--- src/rtl/fp_sqrt_core_if.sv ---
// Operand/result bundle for fp_sqrt_core.
//   slave  (core side)   : start, in_sign, in_exp, in_mantisa in; busy, done, out_* out
//   master (client side) : mirror image of slave
interface fp_sqrt_core_if #(
  parameter int M_SIZE   = 53,
  parameter int EXP_SIZE = 11
);
  logic                start;
  logic                in_sign;
  logic [EXP_SIZE-1:0] in_exp;
  logic [M_SIZE-1:0]   in_mantisa;
  logic                busy;
  logic                done;
  logic [M_SIZE-1:0]   out_mantisa;
  logic [EXP_SIZE-1:0] out_exp;
  logic [2:0]          out_flags;
  logic                out_sign;

  modport master (
    output start, in_sign, in_exp, in_mantisa,
    input  busy, done, out_mantisa, out_exp, out_flags, out_sign
  );

  modport slave (
    input  start, in_sign, in_exp, in_mantisa,
    output busy, done, out_mantisa, out_exp, out_flags, out_sign
  );
endinterface

--- src/rtl/fp_sqrt_core.sv ---
// Floating-point square root core: restoring square root, one root bit per cycle.
//   clk  : rising-edge clock
//   rst  : asynchronous active-low reset
//   bus  : fp_sqrt_core_if.slave
//          start/in_sign/in_exp/in_mantisa (operand, hidden bit is mantissa MSB)
//          busy (CALC or DONE), done (one-cycle result strobe)
//          out_mantisa/out_exp/out_flags {nan,inf,zero}/out_sign (held until next done)
module fp_sqrt_core #(
  parameter int M_SIZE   = 53,
  parameter int EXP_SIZE = 11
) (
  input  logic           clk,
  input  logic           rst,
  fp_sqrt_core_if.slave  bus
);
  localparam int BIAS = 2**(EXP_SIZE-1) - 1;
  localparam int CW   = (M_SIZE > 1) ? $clog2(M_SIZE) : 1;

  typedef enum logic [1:0] {S_IDLE, S_CALC, S_DONE} state_t;

  state_t              r_state, w_state_next;
  logic [2*M_SIZE-1:0] r_rad;
  logic [M_SIZE+1:0]   r_rem, w_rem_sh, w_trial, w_rem_next;
  logic [M_SIZE-1:0]   r_root, w_root_next;
  logic [CW-1:0]       r_cnt;
  logic [EXP_SIZE-1:0] r_exp_res, w_exp_res;
  logic [EXP_SIZE:0]   w_exp_sum;
  logic                w_exp_ones, w_exp_zero, w_frac_nz;
  logic                w_nan, w_inf, w_zero, w_special, w_last;

  logic [M_SIZE-1:0]   r_out_mant;
  logic [EXP_SIZE-1:0] r_out_exp;
  logic [2:0]          r_out_flags;
  logic                r_out_sign;

  assign bus.out_mantisa = r_out_mant;
  assign bus.out_exp     = r_out_exp;
  assign bus.out_flags   = r_out_flags;
  assign bus.out_sign    = r_out_sign;

  // Operand classification; the if-chain order is the priority order.
  always_comb begin
    w_exp_ones = &bus.in_exp;
    w_exp_zero = ~|bus.in_exp;
    w_frac_nz  = |bus.in_mantisa[M_SIZE-2:0];
    w_nan      = 1'b0;
    w_inf      = 1'b0;
    w_zero     = 1'b0;
    if (w_exp_ones && w_frac_nz) w_nan  = 1'b1;
    else if (w_exp_zero)         w_zero = 1'b1;
    else if (bus.in_sign)        w_nan  = 1'b1;
    else if (w_exp_ones)         w_inf  = 1'b1;
    w_special = w_nan | w_inf | w_zero;
  end

  // Even biased exponent means odd unbiased exponent: the radicand is doubled,
  // so one is taken off the sum before halving.
  assign w_exp_sum = {1'b0, bus.in_exp} + (EXP_SIZE+1)'(BIAS)
                     - {{EXP_SIZE{1'b0}}, ~bus.in_exp[0]};
  assign w_exp_res = EXP_SIZE'(w_exp_sum >> 1);

  // One restoring step: bring down two radicand bits, try subtracting {root,01}.
  always_comb begin
    w_rem_sh = (r_rem << 2) | {{M_SIZE{1'b0}}, r_rad[2*M_SIZE-1 -: 2]};
    w_trial  = {r_root, 2'b01};
    if (w_rem_sh >= w_trial) begin
      w_rem_next  = w_rem_sh - w_trial;
      w_root_next = {r_root[M_SIZE-2:0], 1'b1};
    end else begin
      w_rem_next  = w_rem_sh;
      w_root_next = {r_root[M_SIZE-2:0], 1'b0};
    end
  end

  assign w_last = (r_cnt == CW'(M_SIZE-1));

  always_ff @(posedge clk or negedge rst) begin
    if (!rst) r_state <= S_IDLE;
    else      r_state <= w_state_next;
  end

  always_comb begin
    w_state_next = r_state;
    bus.busy     = (r_state != S_IDLE);
    bus.done     = 1'b0;
    case (r_state)
      S_IDLE: if (bus.start) w_state_next = w_special ? S_DONE : S_CALC;
      S_CALC: if (w_last)    w_state_next = S_DONE;
      S_DONE: begin
        bus.done     = 1'b1;
        w_state_next = S_IDLE;
      end
      default: w_state_next = S_IDLE;
    endcase
  end

  always_ff @(posedge clk or negedge rst) begin
    if (!rst) begin
      r_rad       <= '0;
      r_rem       <= '0;
      r_root      <= '0;
      r_cnt       <= '0;
      r_exp_res   <= '0;
      r_out_mant  <= '0;
      r_out_exp   <= '0;
      r_out_flags <= '0;
      r_out_sign  <= 1'b0;
    end else begin
      case (r_state)
        S_IDLE: if (bus.start) begin
          if (w_special) begin
            // Specials enter DONE on this edge, so the outputs update now.
            r_out_mant  <= '0;
            r_out_exp   <= '0;
            r_out_flags <= {w_nan, w_inf, w_zero};
            r_out_sign  <= w_zero & bus.in_sign;
          end else begin
            r_rad     <= bus.in_exp[0] ? {1'b0, bus.in_mantisa, {(M_SIZE-1){1'b0}}}
                                       : {bus.in_mantisa, {M_SIZE{1'b0}}};
            r_rem     <= '0;
            r_root    <= '0;
            r_cnt     <= '0;
            r_exp_res <= w_exp_res;
          end
        end
        S_CALC: begin
          r_rem  <= w_rem_next;
          r_root <= w_root_next;
          r_rad  <= r_rad << 2;
          r_cnt  <= r_cnt + 1'b1;
          if (w_last) begin
            r_out_mant  <= w_root_next;
            r_out_exp   <= r_exp_res;
            r_out_flags <= 3'b000;
            r_out_sign  <= 1'b0;
          end
        end
        default: ;
      endcase
    end
  end
endmodule

--- src/flat_wrapper.sv ---
// flat-port wrapper written by rule: the top's interface ports become plain ports
module fp_sqrt_core_flat 
#(
  parameter int M_SIZE   = 53,
  parameter int EXP_SIZE = 11
)
  (clk, rst, bus_start, bus_in_sign, bus_in_exp, bus_in_mantisa, bus_busy, bus_done, bus_out_mantisa, bus_out_exp, bus_out_flags, bus_out_sign);
  fp_sqrt_core_if #(.M_SIZE(M_SIZE), .EXP_SIZE(EXP_SIZE)) bus_i ();
  input  logic clk;
  input  logic rst;
  input wire logic [$bits(bus_i.start)-1:0] bus_start;
  input wire logic [$bits(bus_i.in_sign)-1:0] bus_in_sign;
  input wire logic [$bits(bus_i.in_exp)-1:0] bus_in_exp;
  input wire logic [$bits(bus_i.in_mantisa)-1:0] bus_in_mantisa;
  output wire logic [$bits(bus_i.busy)-1:0] bus_busy;
  output wire logic [$bits(bus_i.done)-1:0] bus_done;
  output wire logic [$bits(bus_i.out_mantisa)-1:0] bus_out_mantisa;
  output wire logic [$bits(bus_i.out_exp)-1:0] bus_out_exp;
  output wire logic [$bits(bus_i.out_flags)-1:0] bus_out_flags;
  output wire logic [$bits(bus_i.out_sign)-1:0] bus_out_sign;
  assign bus_i.start = bus_start;
  assign bus_i.in_sign = bus_in_sign;
  assign bus_i.in_exp = bus_in_exp;
  assign bus_i.in_mantisa = bus_in_mantisa;
  assign bus_busy = bus_i.busy;
  assign bus_done = bus_i.done;
  assign bus_out_mantisa = bus_i.out_mantisa;
  assign bus_out_exp = bus_i.out_exp;
  assign bus_out_flags = bus_i.out_flags;
  assign bus_out_sign = bus_i.out_sign;
  fp_sqrt_core #(.M_SIZE(M_SIZE), .EXP_SIZE(EXP_SIZE)) u_core (.clk(clk), .rst(rst), .bus(bus_i));
endmodule
--- config.mk ---
export PLATFORM = sky130hd
export DESIGN_NAME = fp_sqrt_core_flat
export DESIGN_NICKNAME = d
export VERILOG_FILES = /design/src/rtl/fp_sqrt_core_if.sv /design/src/rtl/fp_sqrt_core.sv /design/src/flat_wrapper.sv
export SDC_FILE = /design/constraint.sdc
export NUM_CORES = 1
export LEC_CHECK = 0
export ABC_AREA = 1
export CAP_MARGIN = 20
export CELL_PAD_IN_SITES_DETAIL_PLACEMENT = 0
export CELL_PAD_IN_SITES_GLOBAL_PLACEMENT = 1
export CORE_MARGIN = 1
export CORE_UTILIZATION = 38
export CTS_CLUSTER_SIZE = 16
export DETAILED_ROUTE_END_ITERATION = 16
export PLACE_DENSITY_LB_ADDON = 0.2
export SLEW_MARGIN = 20
export SYNTH_ARGS = -nofsm -noshare
export SYNTH_HDL_FRONTEND = slang
export SYNTH_SLANG_ARGS = --single-unit
--- constraint.sdc ---
create_clock -name clk -period 2.15 [get_ports clk]
set_clock_uncertainty 0.2 [all_clocks]
set_input_delay 0.43 -clock clk [delete_from_list [all_inputs] [get_ports clk]]
set_output_delay 0.43 -clock clk [all_outputs]
set_load 0.03 [all_outputs]
* Yosys cells after proc, flatten, opt, wreduce, memory -nomap -nowiden
Index checks and enable logic that the tools add are counted.
Operators by class: add/sub/neg operators 4, magnitude comparators 1, eq/ne operators 7, mux-type cells 45, bitwise operators 6, reduce and logical (&&, ||, !) cells 11
Operators by type and width (number):
- 53-bit 2-to-1 mux | 8
- 106-bit 2-to-1 mux | 3
- 53-bit case mux with 2 select lines | 3
- 106-bit case mux with 2 select lines | 1
- 55-bit greater-or-equal comparator | 1
- 55-bit by 2-bit bitwise OR with 55-bit output | 1
- 53-bit subtractor | 1
- 52-bit OR reduction | 1
- 11-bit 2-to-1 mux | 3
- 11-bit case mux with 2 select lines | 1
- 1-bit 2-to-1 mux | 14
- 11-bit by 10-bit adder with 12-bit output, second input constant | 1
- 6-bit 2-to-1 mux | 2
- 6-bit case mux with 2 select lines | 1
- 12-bit by 1-bit subtractor with 12-bit output | 1
- 11-bit AND reduction | 1
- 11-bit OR reduction | 1
- 3-bit 2-to-1 mux | 3
- 6-bit by 1-bit adder with 6-bit output, second input constant | 1
- 6-bit == test, second input constant | 1
- 2-bit 2-to-1 mux | 3
- 3-bit case mux with 2 select lines | 1
- 3-bit AND reduction | 2
- 2-bit by 1-bit != test with 1-bit output, second input constant | 2
- other kinds (13) | 17
Word-level totals: flip-flop bits (word level) 299, input port bits 68, output and inout bits 70, logic and storage cells 84

* Logic depth before layout (Yosys ltp)
Gate-level depths: netlist of run 1.
depth after elaboration 10, gate-level depth with buffers 17

* Worst setup path after synthesis of run 1
Ideal clock, no wire load.
kind register -> register, start point reg u_core.r_root[27], end point reg u_core.r_rem[23], setup time 0.134 ns, arrival time 1.991 ns, required time 1.816 ns, setup slack -0.175 ns, cell stages (with the launch flop) 14, buffers on the path 1, period minus slack after synthesis 2.325 ns, path through dfrtp_1 -> inv_1 -> ha_1 -> nand2_1 -> inv_1 -> a21oi_2 -> nand2_1 -> nand2_1 -> nand2_1 -> a21oi_2 -> clkbuf_1 -> nand4_1 -> nand3_1 -> o21ai_0
On the way: longest elaborated chain between the ends 3
Ends and longest elaborated chain:
- from (decl) | line fp_sqrt_core.sv:24 | logic [M_SIZE-1:0] r_root, w_root_next;
- from (signal assigned) | line fp_sqrt_core.sv:128 | r_root <= w_root_next;
- 55-bit greater-or-equal comparator | line fp_sqrt_core.sv:66 | if (w_rem_sh >= w_trial) begin
- 53-bit 2-to-1 mux | line fp_sqrt_core.sv:66
- 53-bit case mux with 2 select lines | line fp_sqrt_core.sv:109 | case (r_state)
- to (signal assigned) | line fp_sqrt_core.sv:127 | r_rem <= w_rem_next;
- to (decl) | line fp_sqrt_core.sv:23 | logic [M_SIZE+1:0] r_rem, w_rem_sh, w_trial, w_rem_next;
Every way passes these cells. A chain may end at the register's enable or synchronous reset.

* Worst setup path after layout of run 1
start point reg u_core.r_rem[34], end point reg u_core.r_rem[1]
On the way: longest elaborated chain between the ends 4
Ends and longest elaborated chain:
- 55-bit by 2-bit bitwise OR with 55-bit output | line fp_sqrt_core.sv:64 | w_rem_sh = (r_rem << 2) | {{M_SIZE{1'b0}}, r_rad[2*M_SIZE-1 -: 2]};
- 55-bit greater-or-equal comparator | line fp_sqrt_core.sv:66
- 53-bit 2-to-1 mux | line fp_sqrt_core.sv:66
- 53-bit case mux with 2 select lines | line fp_sqrt_core.sv:109
Every way passes these cells.

==> load_flow_metrics.sql, run 1 <==
INSERT INTO impl_metrics (metric_group, metric, value, unit) VALUES
('status', 'run_status', 'finished with violations', ''),
('status', 'violations', 'setup timing', ''),
('critical_path', 'cp_slowest_cell', 'sky130_fd_sc_hd__dfrtp_1', ''),
('cells_and_area', 'area_growth', '50.1', '%'),
('synthesis', 'synth.area.top_cells', 'sky130_fd_sc_hd__dfrtp_1 (38%), sky130_fd_sc_hd__nand2_1 (19%), sky130_fd_sc_hd__inv_1 (9.0%)', ''),
('synthesis', 'synth_top_area_share', '0.378', ''),
('placement', 'final_weighted_congestion_of_routability_driven_global_placement', '0.936', ''),
('drt', 'vias', '17000', ''),
('timing', 'clock.fmax', '385', 'MHz'),
('timing', 'timing.final.ws_setup', '-0.451', 'ns'),
('synthesis', 'synthCells', '2412', ''),
('floorplanning', 'pin_count', '138', ''),
('synthesis', 'synth_top_cell_by_area', 'sky130_fd_sc_hd__dfrtp_1', ''),
('synthesis', 'yosys_most_used_dff', 'sky130_fd_sc_hd__dfrtp_1', ''),
('floorplanning', 'core_area', '42200', 'sq um'),
('synthesis', 'synth.distinct_cells', '43', ''),
('timing', 'rsz0062_at_grt', 'yes', ''),
('critical_path', 'register_to_register_path_depth', '15', ''),
('floorplanning', 'fp.dieArea', '43900', 'sq um'),
('timing', 'worst_pin_slew', '0.661', 'ns'),
('critical_path', 'crit_arrival', '2.85', 'ns'),
('global_routing', 'groute.usage.overall', '0.246', ''),
('placement', 'total_of_buffers_placed_on_input_and_output_ports', '137', ''),
('timing', 'worst_slew_margin_rel', '0.560', ''),
('critical_path', 'worstReg2RegStart', 'u_core.r_rem[34]', ''),
('synthesis', 'synth_area_per_cell', '6.79', 'sq um'),
('clock_network', 'tritoncts', 'built', ''),
('clock_network', 'clock-root-buffer', 'sky130_fd_sc_hd__clkbuf_16', ''),
('floorplanning', 'die_h', '210', 'microns'),
('critical_path', 'timing.critical_path.cells', 'ha_4 > buf_6 > nand2_4 > nor2_4 > inv_2 > nor2_4 > nand2_2 > nor3_4 > nand2_4 > nand3_4 > buf_12 > clkbuf_16 > nand2_2 > nand3_2 > o21ai_1', ''),
('synthesis', 'netlist_area', '16400', 'sq um'),
('drt', 'dr.max_layer_used', 'met4', ''),
('synthesis', 'synth_edf_count', '0', ''),
('synthesis', 'synth_async_sr_flop_share', '1.00', ''),
('clock_network', 'max-clock-path-buffers', '3', ''),
('cells_and_area', 'final_nets', '3092', ''),
('critical_path', 'r2r-end', 'u_core.r_rem[1]', ''),
('drt', 'drt_pass1_iterations', '5', ''),
('drt', 'postRouteAntennaNets', '0', ''),
('floorplanning', 'std_cell_rows', '75', ''),
('floorplanning', 'die_w', '210', 'microns'),
('clock_network', 'cts.clk_slew.worst_paths', '0.06', 'ns'),
('cells_and_area', 'diode_insertion_count_for_antenna_repair', '0', ''),
('worst_hold_path', 'hp-class', 'in2async', ''),
('clock_network', 'cts.sinks', '247', ''),
('drt', 'met1_length', '25800', 'microns'),
('timing', 'setup_viol_count_final', '55', ''),
('drt', 'post-route-drc-count', '0', ''),
('cells_and_area', 'leading_cell_type_in_the_layout_fill_and_taps_excluded', 'sky130_fd_sc_hd__nand2_1', ''),
('cells_and_area', 'layout-drive-gt1-share', '0.283', ''),
('critical_path', 'critical_path.top_delay_family', 'simple AND/OR/NAND/NOR gates', ''),
('drt', 'drt-wirelength-per-cell', '16.1', 'microns'),
('drt', 'dr_wl_met3', '1990', 'microns'),
('critical_path', 'cp-end-kind', 'flop', ''),
('synthesis', 'yosysSeqAreaShare', '0.378', ''),
('synthesis', 'ys_warn_count', '0', ''),
('clock_network', 'htreeDepth', '1', ''),
('clock_network', 'number_of_buffers_created_by_cts', '29', ''),
('synthesis', 'mappedNetlistNets', '2558', ''),
('job', 'drv.max_cap_violation_count', '0', ''),
('critical_path', 'r2r_slack', '-0.45', 'ns'),
('drt', 'met2RoutedLength', '27200', 'microns'),
('critical_path', 'startpoint_type_of_the_worst_setup_path', 'flop', ''),
('timing', 'final_period_minus_worst_setup_slack', '2.60', 'ns'),
('critical_path', 'timing.critical_path.buf_inv', '4', ''),
('global_routing', 'first_pass_grt_wire_length', '87500', 'microns'),
('synthesis', 'ffs_latches_synth', '247', ''),
('critical_path', 'cp.required', '2.40', 'ns'),
('drt', 'routed_via_density', '4.86', ''),
('global_routing', 'grt_pass1_vias', '17100', ''),
('placement', 'dp_wirelength', '40400', 'microns');
per-stage QoR:
| stage | cell area (sq um) | setup slack [ns] | utilization | cells | hold slack [ns] |
|---|---|---|---|---|---|
| final | 24600 | -0.451 | 0.582 | 3506 | 0.186 |
| after global placement | 21900 | -0.524 | 0.518 | 3410 | 0.192 |
| after detailed placement | 21900 | -0.533 | 0.518 | 3410 | 0.193 |
| after floorplan | 17000 | -0.0454 | - | 2412 | -0.0656 |
| after global routing | 24600 | -0.562 | 0.582 | 3506 | 0.209 |
| after CTS | 23600 | -0.360 | 0.560 | 3483 | 0.185 |
how the worst max path moves through the flow:
stage | from | endpoint | slack [ns] | cells after the start
after CTS | u_core.r_root[35] | u_core.r_rem[29] | -0.36 | 15
final | u_core.r_rem[34] | u_core.r_rem[1] | -0.45 | 15
after detailed placement | bus_in_exp[1] | u_core.r_exp_res[10] | -0.53 | 12
after floorplan | u_core.r_rem[31] | u_core.r_rem[23] | -0.05 | 13
after global routing | u_core.r_rem[34] | u_core.r_rem[1] | -0.56 | 15
after global placement | bus_in_exp[1] | u_core.r_exp_res[10] | -0.52 | 12
registers in the layout (all words and copies together) (netlist names):
| signal | count |
|---|---|
| u_core.r_cnt | 6 |
| u_core.r_state | 2 |
| u_core.bus.out_mantisa | 53 |
| u_core.r_rem | 53 |
| u_core.bus.out_sign | 1 |
| u_core.bus.out_exp | 11 |
| u_core.r_root | 53 |
| u_core.bus.out_flags | 3 |
| u_core.r_rad | 54 |
| u_core.r_exp_res | 11 |
cell usage after synthesis (all sizes together) (2+ instances only):
| cell | count |
|---|---|
| o22ai | 4 |
| nor2 | 121 |
| a21oi | 47 |
| nand2 | 815 |
| dfrtp | 247 |
| o211ai | 52 |
| nand4 | 57 |
| o31ai | 11 |
| inv | 408 |
| o21bai | 10 |
| nor4 | 16 |
| a21boi | 4 |
| o21ai | 257 |
| xnor2 | 24 |
| clkbuf | 72 |
| xor2 | 7 |
| nor3 | 11 |
| nand3b | 2 |
| or2 | 2 |
| buf | 20 |
| and2 | 2 |
| ha | 77 |
| nand3 | 138 |
area by class of cell:
| type | instances | area, sq um |
|---|---|---|
| multi-input cells | 1668 | 9900 |
| clock inverters | 15 | 211 |
| fillers | 4052 | 17700 |
| inverters | 409 | 1550 |
| flip-flops and latches | 247 | 6180 |
| clock buffers | 37 | 826 |
| repair buffers | 591 | 5240 |
| well taps | 539 | 674 |
routing by layer:
metal	up-vias	GRT usage
met5	-	0
met2	275	0.428
met4	0	0.0682
met3	76	0.0280
met1	7937	0.321
li1	8742	-
repair_timing:
item | CTS | global route
endpoints found under the hold margin | 103 | 0
hold buffers | 1 | 0
gates cloned | 3 | 15
pin swaps | 27 | 39
resized for setup | 230 | 152
buffers inserted | 17 | 8
endpoints found under the setup margin | 125 | 224
cell families after synthesis:
group / after synthesis / share of synthesized area
DFF: 247 / 0.378
muxes: 1 / 0.000612
AOI/OAI and AO/OA: 389 / 0.132
buffers and inverters: 501 / 0.117
adders and majority gates: 78 / 0.0601
and+or+nand+nor: 1165 / 0.295
xor gates and xnor gates: 31 / 0.0166
Power of run 1 is not shown: default switching activity piles up to over one toggle a cycle in this logic, so the estimate is an artifact.
==> run 2: changes to the inputs <==
--- a/config.mk
+++ b/config.mk
@@ -13,7 +13,7 @@
 export CORE_UTILIZATION = 38
 export CTS_CLUSTER_SIZE = 16
 export DETAILED_ROUTE_END_ITERATION = 16
-export PLACE_DENSITY_LB_ADDON = 0.2
+export PLACE_DENSITY_LB_ADDON = 0.05
 export SLEW_MARGIN = 20
 export SYNTH_ARGS = -nofsm -noshare
 export SYNTH_HDL_FRONTEND = slang
==> load_flow_metrics.sql, run 2 (synthesis results as in run 1) <==
INSERT INTO impl_metrics (metric_group, metric, value, unit) VALUES
('cells_and_area', 'area_growth', '48.7', '%'),
('job', 'drv.max_cap_violation_count', '0', ''),
('drt', 'drt-wirelength-per-cell', '16.0', 'microns'),
('placement', 'final_weighted_congestion_of_routability_driven_global_placement', '0.886', ''),
('cells_and_area', 'final_cell_mix', 'sky130_fd_sc_hd__nand2_1 (742), sky130_fd_sc_hd__buf_4 (428), sky130_fd_sc_hd__inv_1 (350)', ''),
('power', 'power.density', '1960', 'nW/um^2'),
('power', 'clkPwrFrac', '0.107', ''),
('cells_and_area', 'leading_cell_type_in_the_layout_fill_and_taps_excluded', 'sky130_fd_sc_hd__nand2_1', ''),
('clock_network', 'number_of_buffers_created_by_cts', '29', ''),
('drt', 'routed_via_density', '4.84', ''),
('cells_and_area', 'instances_no_fill', '3518', ''),
('cells_and_area', 'multi_input_comb_area', '9670', 'sq um'),
('critical_path', 'setup.worst_path.class', 'reg2reg', ''),
('critical_path', 'worst_path_largest_cell_delay', '0.43', 'ns'),
('placement', 'dp_wirelength', '40800', 'microns'),
('cells_and_area', 'final_nets', '3104', ''),
('cells_and_area', 'sequential_cell_area', '6180', 'sq um'),
('critical_path', 'crit_arrival', '2.81', 'ns'),
('timing', 'clock.fmax', '390', 'MHz'),
('drt', 'post-route-drc-count', '0', ''),
('cells_and_area', 'fill_cells', '4108', ''),
('power', 'totalPowerFinal', '47700', 'uW'),
('drt', 'totalWireLength', '56300', 'microns'),
('timing', 'setup_viol_count_final', '55', ''),
('timing', 'timing.final.ws_setup', '-0.414', 'ns'),
('clock_network', 'cts.clk_slew.worst_paths', '0.06', 'ns'),
('critical_path', 'cp.required', '2.40', 'ns'),
('power', 'share_comb_of_total_power', '0.740', ''),
('floorplanning', 'die_w', '210', 'microns'),
('clock_network', 'clkLatencyLatePin', '0.57', 'ns'),
('placement', 'dpl_cells', '3416', ''),
('global_routing', 'first_pass_grt_wire_length', '87400', 'microns'),
('clock_network', 'tritoncts', 'built', ''),
('worst_hold_path', 'hp-class', 'in2reg', ''),
('floorplanning', 'initial_core_util', '0.388', ''),
('global_routing', 'antenna_found_initial', '1', ''),
('floorplanning', 'std_cell_rows', '75', ''),
('cells_and_area', 'diode_insertion_count_for_antenna_repair', '0', ''),
('critical_path', 'critical_path.top_delay_family', 'simple AND/OR/NAND/NOR gates', ''),
('timing', 'final_min_period_over_clock_period', '1.19', ''),
('floorplanning', 'fp.dieArea', '43900', 'sq um'),
('cells_and_area', 'finish.utilization', '0.576', ''),
('status', 'violations', 'setup timing', ''),
('power', 'seq_power_share', '0.153', ''),
('drt', 'postRouteAntennaNets', '0', ''),
('timing', 'worst_slew_margin_rel', '0.625', ''),
('global_routing', 'globalRoute.totalOverflow', '0', ''),
('critical_path', 'startpoint_type_of_the_worst_setup_path', 'flop', ''),
('drt', 'drt_pass1_iterations', '5', ''),
('status', 'run_status', 'finished with violations', ''),
('critical_path', 'cp_slowest_cell', 'sky130_fd_sc_hd__dfrtp_1', ''),
('clock_network', 'cts.sinks', '247', ''),
('critical_path', 'cp-end-kind', 'flop', ''),
('cells_and_area', 'largest_register_ffs', '54', ''),
('power', 'cell_internal_pwr', '25000', 'uW'),
('clock_network', 'clock-root-buffer', 'sky130_fd_sc_hd__clkbuf_16', ''),
('timing', 'finalHoldViolations', '0', ''),
('timing', 'worst_pin_slew', '0.562', 'ns'),
('floorplanning', 'die_h', '210', 'microns'),
('global_routing', 'maximum_number_of_pins_on_one_net_before_global_route_repair', '101', ''),
('clock_network', 'htreeDepth', '1', ''),
('cells_and_area', 'max_flop_register', 'u_core.r_rad', ''),
('drt', 'drt_iter0_drc', '866', ''),
('power', 'p_leak', '0.0127', 'uW'),
('placement', 'total_of_buffers_placed_on_input_and_output_ports', '137', ''),
('critical_path', 'crit_path_max_fanout', '16', ''),
('power', 'switching_share', '0.476', ''),
('critical_path', 'timing.critical_path.buf_inv', '2', ''),
('floorplanning', 'core_area', '42200', 'sq um'),
('drt', 'vias', '17000', ''),
('timing', 'finalMaxSlewViolations', '0', ''),
('power', 'total_net_switching_power', '22700', 'uW'),
('power', 'vdd.ir_drop.worst', '915', 'uV'),
('clock_network', 'max-clock-path-buffers', '3', ''),
('timing', 'rsz0062_at_grt', 'yes', ''),
('critical_path', 'timing.critical_path.cells', 'ha_4 > nand2_4 > nor2_4 > inv_2 > nor2_4 > nand2_2 > nor3_4 > nand2_4 > nand3_4 > buf_12 > nand3_2 > nand2_1 > nand2_1', ''),
('cells_and_area', 'layout-drive-gt1-share', '0.272', ''),
('placement', 'dpl_worst_slack', '-0.583', 'ns'),
('global_routing', 'groute.usage.overall', '0.246', ''),
('floorplanning', 'pin_count', '138', ''),
('timing', 'holdWs', '0.177', 'ns'),
('global_routing', 'grt_pass1_vias', '17100', ''),
('timing', 'final_period_minus_worst_setup_slack', '2.56', 'ns');
run 2: path summary, 6_finish.rpt:
kind / from / endpoint / slack, ns / depth (start not counted)
max: u_core.r_rem[36] / u_core.r_rem[46] / -0.41 / 13
min: bus_in_exp[0] / u_core.r_exp_res[0] / 0.18 / 4
max reg2reg: u_core.r_rem[36] / u_core.r_rem[46] / -0.41 / 13
min reg2reg: u_core.bus.out_mantisa[34] / u_core.bus.out_mantisa[34] / 0.27 / 2
max in group asynchronous: rst / u_core.r_rad[96] / 0.92 / 3
min in group asynchronous: rst / u_core.bus.out_mantisa[18] / 0.19 / 2
run 2: repair_timing:
item,CTS,global route
gates resized for setup,208,128
endpoints found under the setup margin,125,245
buffers inserted,19,20
pin swaps,27,26
cloned,0,13
hold buffers,1,0
hold endpoints to repair,165,0
run 2: layout make-up:
cell class | instances | area share
multi-input combinational | 1666 | 0.397
inverter | 409 | 0.0636
tap | 539 | 0.0277
clock buffer | 42 | 0.0347
sequential | 247 | 0.254
clock inverter | 10 | 0.00565
timing repair buffer | 605 | 0.217
run 2: worst reg2reg max path, cell delays in order (launching register included):
cell and delay [ns]:
sky130_fd_sc_hd__dfrtp_1 0.43, sky130_fd_sc_hd__ha_4 0.34, sky130_fd_sc_hd__nand2_4 0.07, sky130_fd_sc_hd__nor2_4 0.18, sky130_fd_sc_hd__inv_2 0.08, sky130_fd_sc_hd__nor2_4 0.11
sky130_fd_sc_hd__nand2_2 0.08, sky130_fd_sc_hd__nor3_4 0.19, sky130_fd_sc_hd__nand2_4 0.09, sky130_fd_sc_hd__nand3_4 0.16, sky130_fd_sc_hd__buf_12 0.19, sky130_fd_sc_hd__nand3_2 0.16
sky130_fd_sc_hd__nand2_1 0.11, sky130_fd_sc_hd__nand2_1 0.05
run 2: power groups by stage:
stage / Combinational [uW] / Clock [uW] / Sequential (uW)
6_report: 35300 / 5080 / 7310
5_1_grt: 38900 / 5380 / 7500
3_5_place_dp: 31300 / 0 / 7300
3_3_place_gp: 31100 / 0 / 7280
4_1_cts: 33100 / 5190 / 7280
2_1_floorplan: 17000 / 0 / 7590
run 2: metal layers:
metal | vias up | GRT usage | part of all wire
li1 | 8755 | - | -
met1 | 7971 | 0.323 | 0.46
met2 | 261 | 0.438 | 0.48
met3 | 54 | 0.0281 | 0.039
met4 | 2 | 0.0471 | 0.019
met5 | - | 0 | 0.00023
run 2: stage by stage:
stage                     instance area [sq um]  setup TNS (ns)
after floorplan                           17000           -1.64
after global placement                    21900         -106.07
after detailed placement                  21900         -122.37
after CTS                                 23500          -17.16
after global routing                      24300          -25.84
final                                     24300          -19.03
Power figures use the tool's default switching activity.
==> run 3: changes to the inputs <==
--- a/config.mk
+++ b/config.mk
@@ -14,7 +14,6 @@
 export CTS_CLUSTER_SIZE = 16
 export DETAILED_ROUTE_END_ITERATION = 16
 export PLACE_DENSITY_LB_ADDON = 0.05
-export SLEW_MARGIN = 20
 export SYNTH_ARGS = -nofsm -noshare
 export SYNTH_HDL_FRONTEND = slang
 export SYNTH_SLANG_ARGS = --single-unit
==> results of run 3 <==
The final DEF is identical to that of run 2; final timing and power are the same.
